==> src/rtl/ram_vec_adder.sv <==
// Vector adder master for the shared RAM arith port: R[i] = A[i] + B[i] for i in 0..len-1.
// Define RAM_VEC_ADDER_CARRY_CHAIN_EN to treat the vector as one multi-precision integer.
module ram_vec_adder #(
    parameter int DATA_W = 32,
    parameter int ADDR_W = 11
) (
    input  logic              clock,
    input  logic              reset,
    input  logic              start,
    input  logic [ADDR_W-1:0] base_a,
    input  logic [ADDR_W-1:0] base_b,
    input  logic [ADDR_W-1:0] base_r,
    input  logic [ADDR_W:0]   len,
    output logic              busy,
    output logic              done,
    output logic              carry_out,
    output logic [ADDR_W-1:0] addr_arith,
    output logic [DATA_W-1:0] data_arith,
    output logic              we_arith,
    input  logic [DATA_W-1:0] q_arith,
    output logic [2:0]        dbg_state
);

    typedef enum logic [2:0] {
        S_IDLE = 3'd0,
        S_RD_A = 3'd1,
        S_RD_B = 3'd2,
        S_WR   = 3'd3,
        S_FIN  = 3'd4
    } state_t;

    state_t              state_q, state_d;
    logic [ADDR_W-1:0]   ba_q, ba_d, bb_q, bb_d, br_q, br_d;
    logic [ADDR_W:0]     len_q, len_d, idx_q, idx_d, idx_inc;
    logic [DATA_W-1:0]   opa_q, opa_d;
    logic                carry_q, carry_d;
    logic                cin;
    logic [DATA_W:0]     sum;

    // Per-word carry in: the previous word's carry when chained, otherwise 0.
`ifdef RAM_VEC_ADDER_CARRY_CHAIN_EN
    assign cin = carry_q;
`else
    assign cin = 1'b0;
`endif

    assign sum       = {1'b0, opa_q} + {1'b0, q_arith} + {{DATA_W{1'b0}}, cin};
    assign idx_inc   = idx_q + {{ADDR_W{1'b0}}, 1'b1};
    assign carry_out = carry_q;
    assign dbg_state = state_q;

    always_comb begin
        state_d    = state_q;
        ba_d       = ba_q;
        bb_d       = bb_q;
        br_d       = br_q;
        len_d      = len_q;
        idx_d      = idx_q;
        opa_d      = opa_q;
        carry_d    = carry_q;
        busy       = 1'b0;
        done       = 1'b0;
        addr_arith = '0;
        data_arith = '0;
        we_arith   = 1'b0;
        case (state_q)
            S_IDLE: begin
                if (start) begin
                    ba_d    = base_a;
                    bb_d    = base_b;
                    br_d    = base_r;
                    len_d   = len;
                    idx_d   = '0;
                    carry_d = 1'b0;
                    state_d = (len == '0) ? S_FIN : S_RD_A;
                end
            end
            S_RD_A: begin
                busy       = 1'b1;
                addr_arith = ba_q + idx_q[ADDR_W-1:0];
                state_d    = S_RD_B;
            end
            S_RD_B: begin
                // The RAM read is registered, so A[i] arrives while B[i] is being addressed.
                busy       = 1'b1;
                addr_arith = bb_q + idx_q[ADDR_W-1:0];
                opa_d      = q_arith;
                state_d    = S_WR;
            end
            S_WR: begin
                busy       = 1'b1;
                addr_arith = br_q + idx_q[ADDR_W-1:0];
                data_arith = sum[DATA_W-1:0];
                we_arith   = 1'b1;
                idx_d      = idx_inc;
`ifdef RAM_VEC_ADDER_CARRY_CHAIN_EN
                carry_d    = sum[DATA_W];
`else
                carry_d    = carry_q | sum[DATA_W];
`endif
                state_d    = (idx_inc == len_q) ? S_FIN : S_RD_A;
            end
            S_FIN: begin
                done    = 1'b1;
                state_d = S_IDLE;
            end
            default: state_d = S_IDLE;
        endcase
    end

    always_ff @(posedge clock) begin
        if (reset) begin
            state_q <= S_IDLE;
            ba_q    <= '0;
            bb_q    <= '0;
            br_q    <= '0;
            len_q   <= '0;
            idx_q   <= '0;
            opa_q   <= '0;
            carry_q <= 1'b0;
        end else begin
            state_q <= state_d;
            ba_q    <= ba_d;
            bb_q    <= bb_d;
            br_q    <= br_d;
            len_q   <= len_d;
            idx_q   <= idx_d;
            opa_q   <= opa_d;
            carry_q <= carry_d;
        end
    end

endmodule

==> config.mk <==
export PLATFORM = sky130hd
export DESIGN_NAME = ram_vec_adder
export DESIGN_NICKNAME = d
export VERILOG_FILES = /design/src/rtl/ram_vec_adder.sv
export SDC_FILE = /design/constraint.sdc
export NUM_CORES = 1
export LEC_CHECK = 0
export CORE_MARGIN = 3
export CORE_UTILIZATION = 50
export DETAILED_ROUTE_END_ITERATION = 10
export GPL_TIMING_DRIVEN = 0
export PLACE_DENSITY = 0.78
export SLEW_MARGIN = 25
export SYNTH_ARGS = -nofsm -noshare
export SYNTH_HDL_FRONTEND = slang
export SYNTH_SLANG_ARGS = --single-unit
==> constraint.sdc <==
create_clock -name clock -period 9.7 [get_ports clock]
set_input_delay 0.97 -clock clock [delete_from_list [all_inputs] [get_ports clock]]
set_output_delay 0.97 -clock clock [all_outputs]
set_load 0.01 [all_outputs]
# Yosys cells after proc, flatten, opt, wreduce, memory -nomap -nowiden
# Cells that the tools add are included.
# word_totals
regBits	93
# classes
addsub	5
eq_ne	6
n_mux	13
bitwise_logic	1
reduce_logical	6
# op_table
operator	n
$add 11x11->11	3
$add 32x32->33	1
$pmux 11 s3	1
$mux 32	1
$pmux 12 s2	1
$add 12x1->12 const B	1
$eq 12x12->1	1
$logic_not 12->1	1
$mux 12	1
$pmux 3 s4	1
$mux 3	3
$eq 3x2->1 const B	2
$mux 1	4
$reduce_and 2->1	2
$eq 3x1->1 const B	1
$eq 3x3->1 const B	1
$logic_not 3->1	1
$reduce_or 3->1	1
$ne 2x2->1 const B	1
$pmux 1 s2	1
$reduce_bool 2->1	1
$or 1x1->1	1

# Longest topological paths before layout
# Gate-level depths: netlist of the first run.
# depth
word_depth	4
mapped_depth	16

# Worst setup path before layout of the first run
# OpenSTA, ideal clock, no wires.
# synth_timing
kind	input-to-output
start	input q_arith[0]
end	output data_arith[30]
arrival_time_ns	3.191
slack_ns	5.539
path_stages	10
n_path_buf	0
cell_sequence	ha_1 > fa_1 > a211oi_2 > nor2_1 > a41o_1 > o41ai_4 > o221ai_2 > a21oi_2 > mux2i_1 > o211ai_1
# synth_via
elab_chain_len	2
# synth_lines
item	line_no	text
start: declaration	20	input logic [DATA_W-1:0] q_arith,
$add 32x32->33	47	assign sum = {1'b0, opa_q} + {1'b0, q_arith} + {{DATA_W{1'b0}}, cin};
$mux 32	66	case (state_q)
end: declaration	18	output logic [DATA_W-1:0] data_arith,
# No other way between the ends.

# Final worst setup path of the first run
# Ends and elaborated chain as after synthesis.

==> run metrics, run 1 <==
critical setup path kind in -> out; clock buffer depth 2; Overflow after GRT 0; Seq/Total Area, Yosys 30.0%; WL/cell 14.7 um; Initial Util 51.5%; slowest CP cell clkdlybuf4s50_1; kind of end point of the critical path output pin; die area 0.0138 sq mm; Async SR Flop Fraction 0%; vias in the first global route 5805; post-CTS setup buffer count 0; top cells by area, synth dfxtp_1 (30%), nand2_1 (12%), a21oi_1 (9.3%); core box area 0.0121 sq mm; kind of cell adding the most delay to the critical path compound AO/OA/AOI/OAI gates; Setup WS post-layout 4.17 ns; Max Clk Rate 0.181 GHz; Iteration-0 DRC Markers 515; Syn Inst Count 847; Fill cells 1074; Required @ worst endpoint 8.73 ns; Sequential Power Share 36.8%; RSZ-0062 raised after global routing no; pre-CTS setup slack 4.23 ns; final-report setup violation count 0; sequential cell area 0.00186 sq mm; Nets 1111; vias per cell 5.41; layout cells sized above 1 3.43%; Syn Std Cell Area 0.00621 sq mm; PD cells 148 mW/mm^2; clock latency at the later pin of the worst-skew pair 0.36 ns; setup TNS 0 ns; placed cell area 0.00771 sq mm; DP HPWL 13300 um; Fin. Hold Viols 0; depth of the CTS H-tree 3; final wirelength 17000 um; status completed; Worst Max-Slew Pin Slew 0.724 ns; Remaining DRCs 0; # port buffers 128; Avg Inst Size Synth 7.33 sq um; TritonCTS clock tree done; initial antenna violation count 0; Clock Power Share 29.7%; Synth Flop Type dfxtp_1; drt first pass iters 5; FF+latch count, synth 93; Final Total Pwr 1.18 mW; first-pass GRT wire length 27900 um; Max-slew headroom 51.7%; CP startpoint kind primary input; Setup Skew 0.00488 ns; CP max FO 5; Gate power share 33.5%; Root Driver clkbuf_16; leakage 3.10 nW; FP Rows 40; Vias 6271; Multi-input gate area 0.00412 sq mm; Synthesized Nets 972; worst path bufs/invs 2; Sw Share 35.3%; Net Switching 0.417 mW; area leader, netlist dfxtp_1; Clock transition at path regs 0.07 ns; Synth-to-Final Area Change 28.8%; Inserted Clock Buffers 9; Yosys Warn Count 0; VDD IR-drop max 0.118 mV; MaxCap Viol Count 0; hold buffer count at CTS 0; Design Area, Final 0.00800 sq mm; DIE HEIGHT 117 um; Synth top area share 30.0%; worst path cell trace clkdlybuf4s50_1 > ha_1 > fa_1 > a211oi_2 > nor2_1 > a41o_1 > o41ai_4 > o221ai_2 > a21oi_2 > mux2i_1 > o211ai_1 > clkdlybuf4s50_1; number of distinct library cells after synthesis 66; Sink Count 93; I/O pins 130; Post-synth EDFFs 0; post-route minimum period 5.53 ns; Detail Route Antenna Nets 0; Resized cells post-CTS 0; Final period util 57.0%; Hold Path Class reg -> reg; fin. max-slew vios 0; largest net degree at the start of global routing 19; DIE WIDTH 117 um; gpl congestion 0.910; Data arrival, critical path 4.56 ns; n_diodes 0; aggregate global-route resource usage 24.4%; cell mode on critical path clkdlybuf4s50_1; P_int 0.765 mW; CP max stage delay 0.50 ns
[area by class of cell]
class,count,share of cell area [%]
Tap cell,168,2.63
Clock inverter,7,0.798
Inverter,15,0.704
Sequential cell,93,23.3
Timing Repair Buffer,128,16.0
Clock buffer,9,2.82
Multi-Input combinational cell,694,51.5
Buffer,45,2.28
[synth_stat cells, types with 14 or more instances]
cell      number
nand2_1      191
a21oi_1      115
dfxtp_1       93
nor2_1        73
ha_1          43
clkbuf_1      37
o21ai_0       36
xnor2_1       27
nor3_1        18
xor2_1        17
inv_1         15
a21o_1        14
[per-stage QoR]
stage	instances	hold slack (ns)	utilization [%]
floorplan	847	0.436	-
global placement	1143	0.440	63.9
detailed placement	1143	0.446	63.9
CTS	1159	0.456	66.3
global route	1159	0.477	66.3
finish	1159	0.455	66.3
[registers in the layout, summed over array words and instances (netlist names)]
register	flops
carry_out	1
len_q	12
bb_q	11
dbg_state	3
idx_q	12
ba_q	11
br_q	11
opa_q	32
[worst paths after layout]
kind,startpoint,endpoint,slack (ns),cells after the start
worst min register to register,bb_q[9],bb_q[9],0.46,2
worst max register to register,opa_q[0],carry_out,6.95,10
worst min-delay path,bb_q[9],bb_q[9],0.46,2
worst max-delay path,q_arith[0],data_arith[30],4.17,12
[cells by family (layout without fill, tap and decap cells)]
group | Yosys count | count (layout) | share of synthesized area (%)
and+or+nand+nor | 364 | 364 | 26.1
AOI/OAI and AO/OA | 228 | 228 | 22.5
DFF | 93 | 93 | 30.0
buffers and inverters | 60 | 204 | 3.85
adders and majority gates | 45 | 45 | 9.31
xor gates and xnor gates | 44 | 44 | 6.20
muxes | 13 | 13 | 2.10
[per-layer routing]
| metal | part of all wire (%) | wire [um] | GRT usage (%) |
|---|---|---|---|
| met1 | 47 | 8060 | 33.6 |
| met2 | 47 | 7950 | 40.2 |
| met5 | 0 | 0 | 0 |
| met4 | 1.1 | 195 | 6.08 |
| met3 | 4.8 | 811 | 3.70 |
[worst register-to-register path, delay by kind of cell, from the launching register on]
kind	cells	cell delay [ns]
flops	1	0.32
fa+ha+maj	2	0.65
compound gates	5	1.38
simple gates	3	0.27
[power by group through the flow]
stage / logic (mW) / clock network [mW] / registers [mW]
floorplan: 0.257 / 0 / 0.440
global placement: 0.388 / 0 / 0.443
detailed placement: 0.393 / 0 / 0.445
CTS: 0.395 / 0.357 / 0.436
global route: 0.440 / 0.370 / 0.439
finish: 0.396 / 0.351 / 0.436
[cells in the final DEF (no fill, tap or decap), types with 7 or more instances in the layout]
cell type        instances
a21o_1                  14
a21oi_1                115
a31oi_1                  9
and2_1                   7
and3_1                  13
clkbuf_1                37
clkbuf_16                9
clkdlybuf4s50_1        128
dfxtp_1                 93
ha_1                    43
inv_1                   15
mux2i_1                 13
nand2_1                191
nand2b_1                 7
nand3_1                 11
nand4_1                  9
nor2_1                  73
nor3_1                  18
o21ai_0                 36
xnor2_1                 27
xor2_1                  17
(Power assumes the default switching activity.)
==> inputs of run 2 (changes only) <==
==> constraint.sdc (replaced) <==
create_clock -name clock -period 5.4 [get_ports clock]
set_input_delay 0.54 -clock clock [delete_from_list [all_inputs] [get_ports clock]]
set_output_delay 0.54 -clock clock [all_outputs]
set_load 0.01 [all_outputs]
==> run metrics, run 2 (synthesis results as in run 1) <==
FF-to-FF path depth 10 (unchanged); PD cells 266 mW/mm^2 (was 148 mW/mm^2); MaxCap Viol Count 0 (unchanged); n_diodes 0 (unchanged); final cell count without fillers 1159 (unchanged); clock buffer depth 2 (unchanged); CP Launch Point dbg_state[1] (was q_arith[0]); worst reg-to-reg setup slack 2.65 ns (was 6.95 ns); post-route minimum period 5.05 ns; vias in the first global route 5805 (unchanged); vias per cell 5.42 (was 5.41); die area 0.0138 sq mm (unchanged); fin. max-slew vios 0 (unchanged); DP HPWL 13300 um (unchanged); final-report setup violation count 0 (unchanged); WL/cell 14.7 um (about the same); Hold Path Class reg -> reg (unchanged); Final Total Pwr 2.13 mW (was 1.18 mW); status completed (unchanged); DIE WIDTH 117 um (unchanged); Data arrival, critical path 4.51 ns (was 4.56 ns); depth of the CTS H-tree 3 (unchanged); post-CTS setup buffer count 0 (unchanged); slowest CP cell clkdlybuf4s50_1 (unchanged); largest registers opa_q x32, idx_q x12, len_q x12 (unchanged); CP max stage delay 0.55 ns (was 0.50 ns); Root Driver clkbuf_16 (unchanged); Final period util 93.6%; most common cell after layout, fill and taps aside nand2_1 (unchanged); final wirelength 17000 um (about the same); aggregate global-route resource usage 24.4% (unchanged); kind of cell adding the most delay to the critical path buffers and inverters (was compound AO/OA/AOI/OAI gates); initial antenna violation count 0 (unchanged); kind of end point of the critical path output pin (unchanged); Clock transition at path regs 0.07 ns (about the same); critical setup path kind reg -> out (was in -> out); dpl cells 1143 (unchanged); CP max FO 10 (was 5); hold buffer count at CTS 0 (unchanged); CP startpoint kind register (was primary input); # port buffers 128 (unchanged); Setup WS post-layout 0.347 ns (was 4.17 ns); Sink Count 93 (unchanged); clock latency at the later pin of the worst-skew pair 0.36 ns (about the same); pre-CTS setup slack 0.745 ns (was 4.23 ns); Vias 6280 (was 6271); Fin. Hold Viols 0 (unchanged); leakage 3.11 nW (was 3.10 nW); Worst Max-Slew Pin Slew 0.713 ns (was 0.724 ns); Max Clk Rate 0.198 GHz; Initial Util 51.5% (unchanged); Inserted Clock Buffers 9 (unchanged); Top reg by flops opa_q (unchanged); Worst Setup EP addr_arith[10] (was data_arith[30]); I/O pins 130 (unchanged); layout cells sized above 1 3.63% (was 3.43%); max reg flops 32 (unchanged); Remaining DRCs 0 (unchanged); Synth-to-Final Area Change 28.8% (about the same); Nets 1111 (unchanged); gpl congestion 0.910 (unchanged); Crit. path cell count 16 (was 12); VDD IR-drop max 0.213 mV (was 0.118 mV); worst path bufs/invs 4 (was 2); largest net degree at the start of global routing 19 (unchanged); drt first pass iters 5 (unchanged); Setup Skew 0.00503 ns (was 0.00488 ns); worst path cell trace clkbuf_1 > nand2b_1 > clkbuf_1 > o21ai_0 > ha_1 > inv_1 > fa_1 > nor2b_1 > o21ai_0 > a21boi_0 > o21ai_0 > a21oi_1 > a31oi_1 > xnor2_1 > nor2_1 > clkdlybuf4s50_1 (was clkdlybuf4s50_1 > ha_1 > fa_1 > a211oi_2 > nor2_1 > a41o_1 > o41ai_4 > o221ai_2 > a21oi_2 > mux2i_1 > o211ai_1 > clkdlybuf4s50_1); FP Rows 40 (unchanged); core box area 0.0121 sq mm (unchanged); TritonCTS clock tree done (unchanged); Max-slew headroom 52.5% (was 51.7%); Worst R2R End carry_out (unchanged); cell mode on critical path o21ai_0 (was clkdlybuf4s50_1); Reg2Reg Launch Point opa_q[0] (unchanged); first-pass GRT wire length 27900 um (unchanged); Overflow after GRT 0 (unchanged); DIE HEIGHT 117 um (unchanged); Required @ worst endpoint 4.86 ns (was 8.73 ns); Iteration-0 DRC Markers 508 (was 515); most frequent cells in the layout nand2_1 (191), clkdlybuf4s50_1 (128), a21oi_1 (115) (unchanged); Detail Route Antenna Nets 0 (unchanged)
-- run 2: what timing repair did --
| item | CTS | global route |
|---|---|---|
| gates resized for setup | 0 | 4 |
| endpoints found under the hold margin | 0 | 0 |
| setup endpoints to repair | 0 | 1 |
-- run 2: worst min-delay path, cell delays in order (launching register included) --
cell and delay (ns):
dfxtp_1 0.31, nand2_1 0.05, a21oi_1 0.05
-- run 2: layout make-up --
class,instances,area [sq um]
Buffer,45,185
Clock buffer,9,225
Tap cell,168,210
Clock inverter,7,63.8
Multi-Input combinational cell,694,4120
Sequential cell,93,1860
Inverter,15,56.3
Timing Repair Buffer,128,1280
Fill cell,1076,4060
-- run 2: stage by stage --
step | util [%] | area, sq um | hold slack [ns] | setup TNS, ns
final | 66.3 | 8000 | 0.455 | 0
after detailed placement | 63.9 | 7710 | 0.446 | 0
after global placement | 63.9 | 7700 | 0.440 | 0
after floorplan | - | 6210 | 0.436 | 0
after global routing | 66.3 | 8000 | 0.477 | -0.00139
after CTS | 66.3 | 8000 | 0.456 | 0
-- run 2: how the worst min path moves through the flow --
stage             from  endpoint  slack (ns)  cells past startpoint
2_1_floorplan  bb_q[0]   bb_q[0]        0.44                      2
3_3_place_gp   bb_q[5]   bb_q[5]        0.44                      2
3_5_place_dp   bb_q[9]   bb_q[9]        0.45                      2
4_1_cts        bb_q[9]   bb_q[9]        0.46                      2
5_1_grt        br_q[8]   br_q[8]        0.48                      2
6_report       bb_q[9]   bb_q[9]        0.46                      2
-- run 2: per-layer routing --
layer | up-vias | share of wire (%) | global-route usage, % | wire length [um]
li1 | 3234 | - | - | -
met1 | 2870 | 48 | 33.6 | 8140
met5 | - | 0 | 0 | 0
met4 | 0 | 1.2 | 6.08 | 204
met3 | 15 | 4.6 | 3.70 | 776
met2 | 161 | 46 | 40.2 | 7930
-- run 2: report_power, final --
group          internal [mW]  total (mW)  switching [mW]
logic                  0.305       0.712           0.408
registers              0.747       0.783          0.0353
clock network          0.323       0.631           0.308
total                   1.37        2.13           0.751
==> inputs of run 3 (changes only) <==
--- a/config.mk
+++ b/config.mk
@@ -5,12 +5,13 @@
 export SDC_FILE = /design/constraint.sdc
 export NUM_CORES = 1
 export LEC_CHECK = 0
+export ABC_CLOCK_PERIOD_IN_PS = 5400
 export CORE_MARGIN = 3
 export CORE_UTILIZATION = 50
 export DETAILED_ROUTE_END_ITERATION = 10
 export GPL_TIMING_DRIVEN = 0
 export PLACE_DENSITY = 0.78
-export SLEW_MARGIN = 25
+export SLEW_MARGIN = 20
 export SYNTH_ARGS = -nofsm -noshare
 export SYNTH_HDL_FRONTEND = slang
 export SYNTH_SLANG_ARGS = --single-unit
==> run metrics, run 3 (synthesis results as in run 1) <==
Initial Util 51.5% (unchanged); die area 0.0138 sq mm (unchanged); n_diodes 0 (unchanged); Max Clk Rate 0.197 GHz (was 0.198 GHz); leakage 3.10 nW (was 3.11 nW); Nets 1111 (unchanged); max reg flops 32 (unchanged); drt first pass iters 6 (was 5); initial antenna violation count 0 (unchanged); Root Driver clkbuf_16 (unchanged); DP HPWL 13200 um (was 13300 um); post-route minimum period 5.07 ns (was 5.05 ns); final wirelength 17100 um (was 17000 um); CP startpoint kind register (unchanged); VDD IR-drop max 0.183 mV (was 0.213 mV); largest registers opa_q x32, idx_q x12, len_q x12 (unchanged); PD cells 266 mW/mm^2 (about the same); Required @ worst endpoint 4.86 ns (about the same); gpl congestion 0.910 (unchanged); core box area 0.0121 sq mm (unchanged); post-CTS setup buffer count 0 (unchanged); vias in the first global route 5864 (was 5805); RSZ-0062 raised after global routing no; CP max FO 10 (unchanged); Clock transition at path regs 0.07 ns (about the same); critical setup path kind reg -> out (unchanged); Top reg by flops opa_q (unchanged); Fin. Hold Viols 0 (unchanged); Design Area, Final 0.00799 sq mm (was 0.00800 sq mm); Max-slew headroom 24.1% (was 52.5%); setup TNS 0 ns (unchanged); kind of end point of the critical path output pin (unchanged); Synth-to-Final Area Change 28.6% (was 28.8%); Iteration-0 DRC Markers 491 (was 508); placed cell area 0.00770 sq mm (was 0.00771 sq mm); slowest CP cell clkdlybuf4s50_1 (unchanged); # port buffers 128 (unchanged); aggregate global-route resource usage 24.4% (about the same); Inserted Clock Buffers 9 (unchanged); DIE WIDTH 117 um (unchanged); Vias 6365 (was 6280); Hold Path Class reg -> reg (unchanged); clock buffer depth 2 (unchanged); Data arrival, critical path 4.53 ns (was 4.51 ns); Sink Count 93 (unchanged); worst path cell trace clkbuf_1 > buf_2 > mux2i_1 > o21ai_0 > ha_1 > inv_1 > fa_1 > nor2b_1 > o21ai_0 > a21boi_0 > o21ai_0 > a21oi_1 > a31oi_1 > xnor2_1 > nor2_1 > clkdlybuf4s50_1 (was clkbuf_1 > nand2b_1 > clkbuf_1 > o21ai_0 > ha_1 > inv_1 > fa_1 > nor2b_1 > o21ai_0 > a21boi_0 > o21ai_0 > a21oi_1 > a31oi_1 > xnor2_1 > nor2_1 > clkdlybuf4s50_1); depth of the CTS H-tree 3 (unchanged); clock latency at the later pin of the worst-skew pair 0.36 ns (about the same); largest net degree at the start of global routing 19 (unchanged); hold buffer count at CTS 0 (unchanged); TritonCTS clock tree done (unchanged); FP Rows 40 (unchanged); Final period util 93.8% (was 93.6%); most frequent cells in the layout nand2_1 (191), clkdlybuf4s50_1 (128), a21oi_1 (115) (unchanged); DIE HEIGHT 117 um (unchanged); status completed (unchanged); Remaining DRCs 0 (unchanged); WL/cell 14.7 um (about the same); final cell count without fillers 1159 (unchanged); cell mode on critical path o21ai_0 (unchanged); I/O pins 130 (unchanged); CP max stage delay 0.55 ns (about the same); Worst Max-Slew Pin Slew 1.14 ns (was 0.713 ns); Resized cells post-CTS 0 (unchanged); most common cell after layout, fill and taps aside nand2_1 (unchanged); fin. max-slew vios 0 (unchanged); Setup Skew 0.00414 ns (was 0.00503 ns); MaxCap Viol Count 0 (unchanged); Overflow after GRT 0 (unchanged); Detail Route Antenna Nets 0 (unchanged); first-pass GRT wire length 28000 um (was 27900 um); final-report setup violation count 0 (unchanged); vias per cell 5.49 (was 5.42); layout cells sized above 1 3.43% (was 3.63%); dpl cells 1143 (unchanged)
## run 3: changes by cell type in the layout (fill, tap and decap cells not counted), sizes merged
cell	before	now
clkinvlp	2	1
clkinv	1	2
## run 3: final cells by class
| cell class | count | area [sq um] |
|---|---|---|
| Clock buffer | 9 | 225 |
| Tap cell | 168 | 210 |
| Clock inverter | 7 | 62.6 |
| Sequential cell | 93 | 1860 |
| Multi-Input combinational cell | 694 | 4110 |
| Fill cell | 1088 | 4070 |
| Timing Repair Buffer | 128 | 1280 |
| Inverter | 15 | 56.3 |
| Buffer | 45 | 183 |
## run 3: final timing paths
check / startpoint / end / slack (ns) / depth (start not counted)
max reg2reg: idx_q[0] / dbg_state[0] / 2.64 / 10
max: dbg_state[0] / addr_arith[10] / 0.33 / 16
min reg2reg: bb_q[9] / bb_q[9] / 0.45 / 2
min: bb_q[9] / bb_q[9] / 0.45 / 2
## run 3: layer usage
metal  global-route usage (%)  routed length (um)  vias to the layer above  share of wire, %
li1                         -                   -                     3240                 -
met1                     33.2                8040                     2937                47
met4                     5.57                 191                        0               1.1
met3                     4.81                 888                       18               5.2
met5                        0                   0                        -                 0
met2                     40.1                7940                      170                47
## run 3: critical path: cells and delay by family (launching register included)
family | cells | cell delay (ns)
xor+xnor | 1 | 0.13
simple gates | 2 | 0.27
flops | 1 | 0.33
fa+ha+maj | 2 | 0.61
compound gates | 6 | 1.24
buf+inv | 4 | 1.45
mux | 1 | 0.14
## run 3: where the power goes
part           total, mW  internal (mW)  switching [mW]
registers          0.783          0.747          0.0352
clock network      0.629          0.322           0.307
logic              0.710          0.303           0.407
## run 3: stage by stage
| step | total power [mW] | utilization [%] | hold WS, ns | setup slack (ns) |
|---|---|---|---|---|
| after CTS | 2.13 | 66.2 | 0.456 | 0.383 |
| after detailed placement | 1.50 | 63.9 | 0.446 | 0.776 |
| final | 2.12 | 66.2 | 0.454 | 0.332 |
| after global placement | 1.49 | 63.9 | 0.440 | 0.784 |
| after global routing | 2.24 | 66.2 | 0.479 | 0.0108 |
| after floorplan | 1.25 | - | 0.436 | 1.85 |
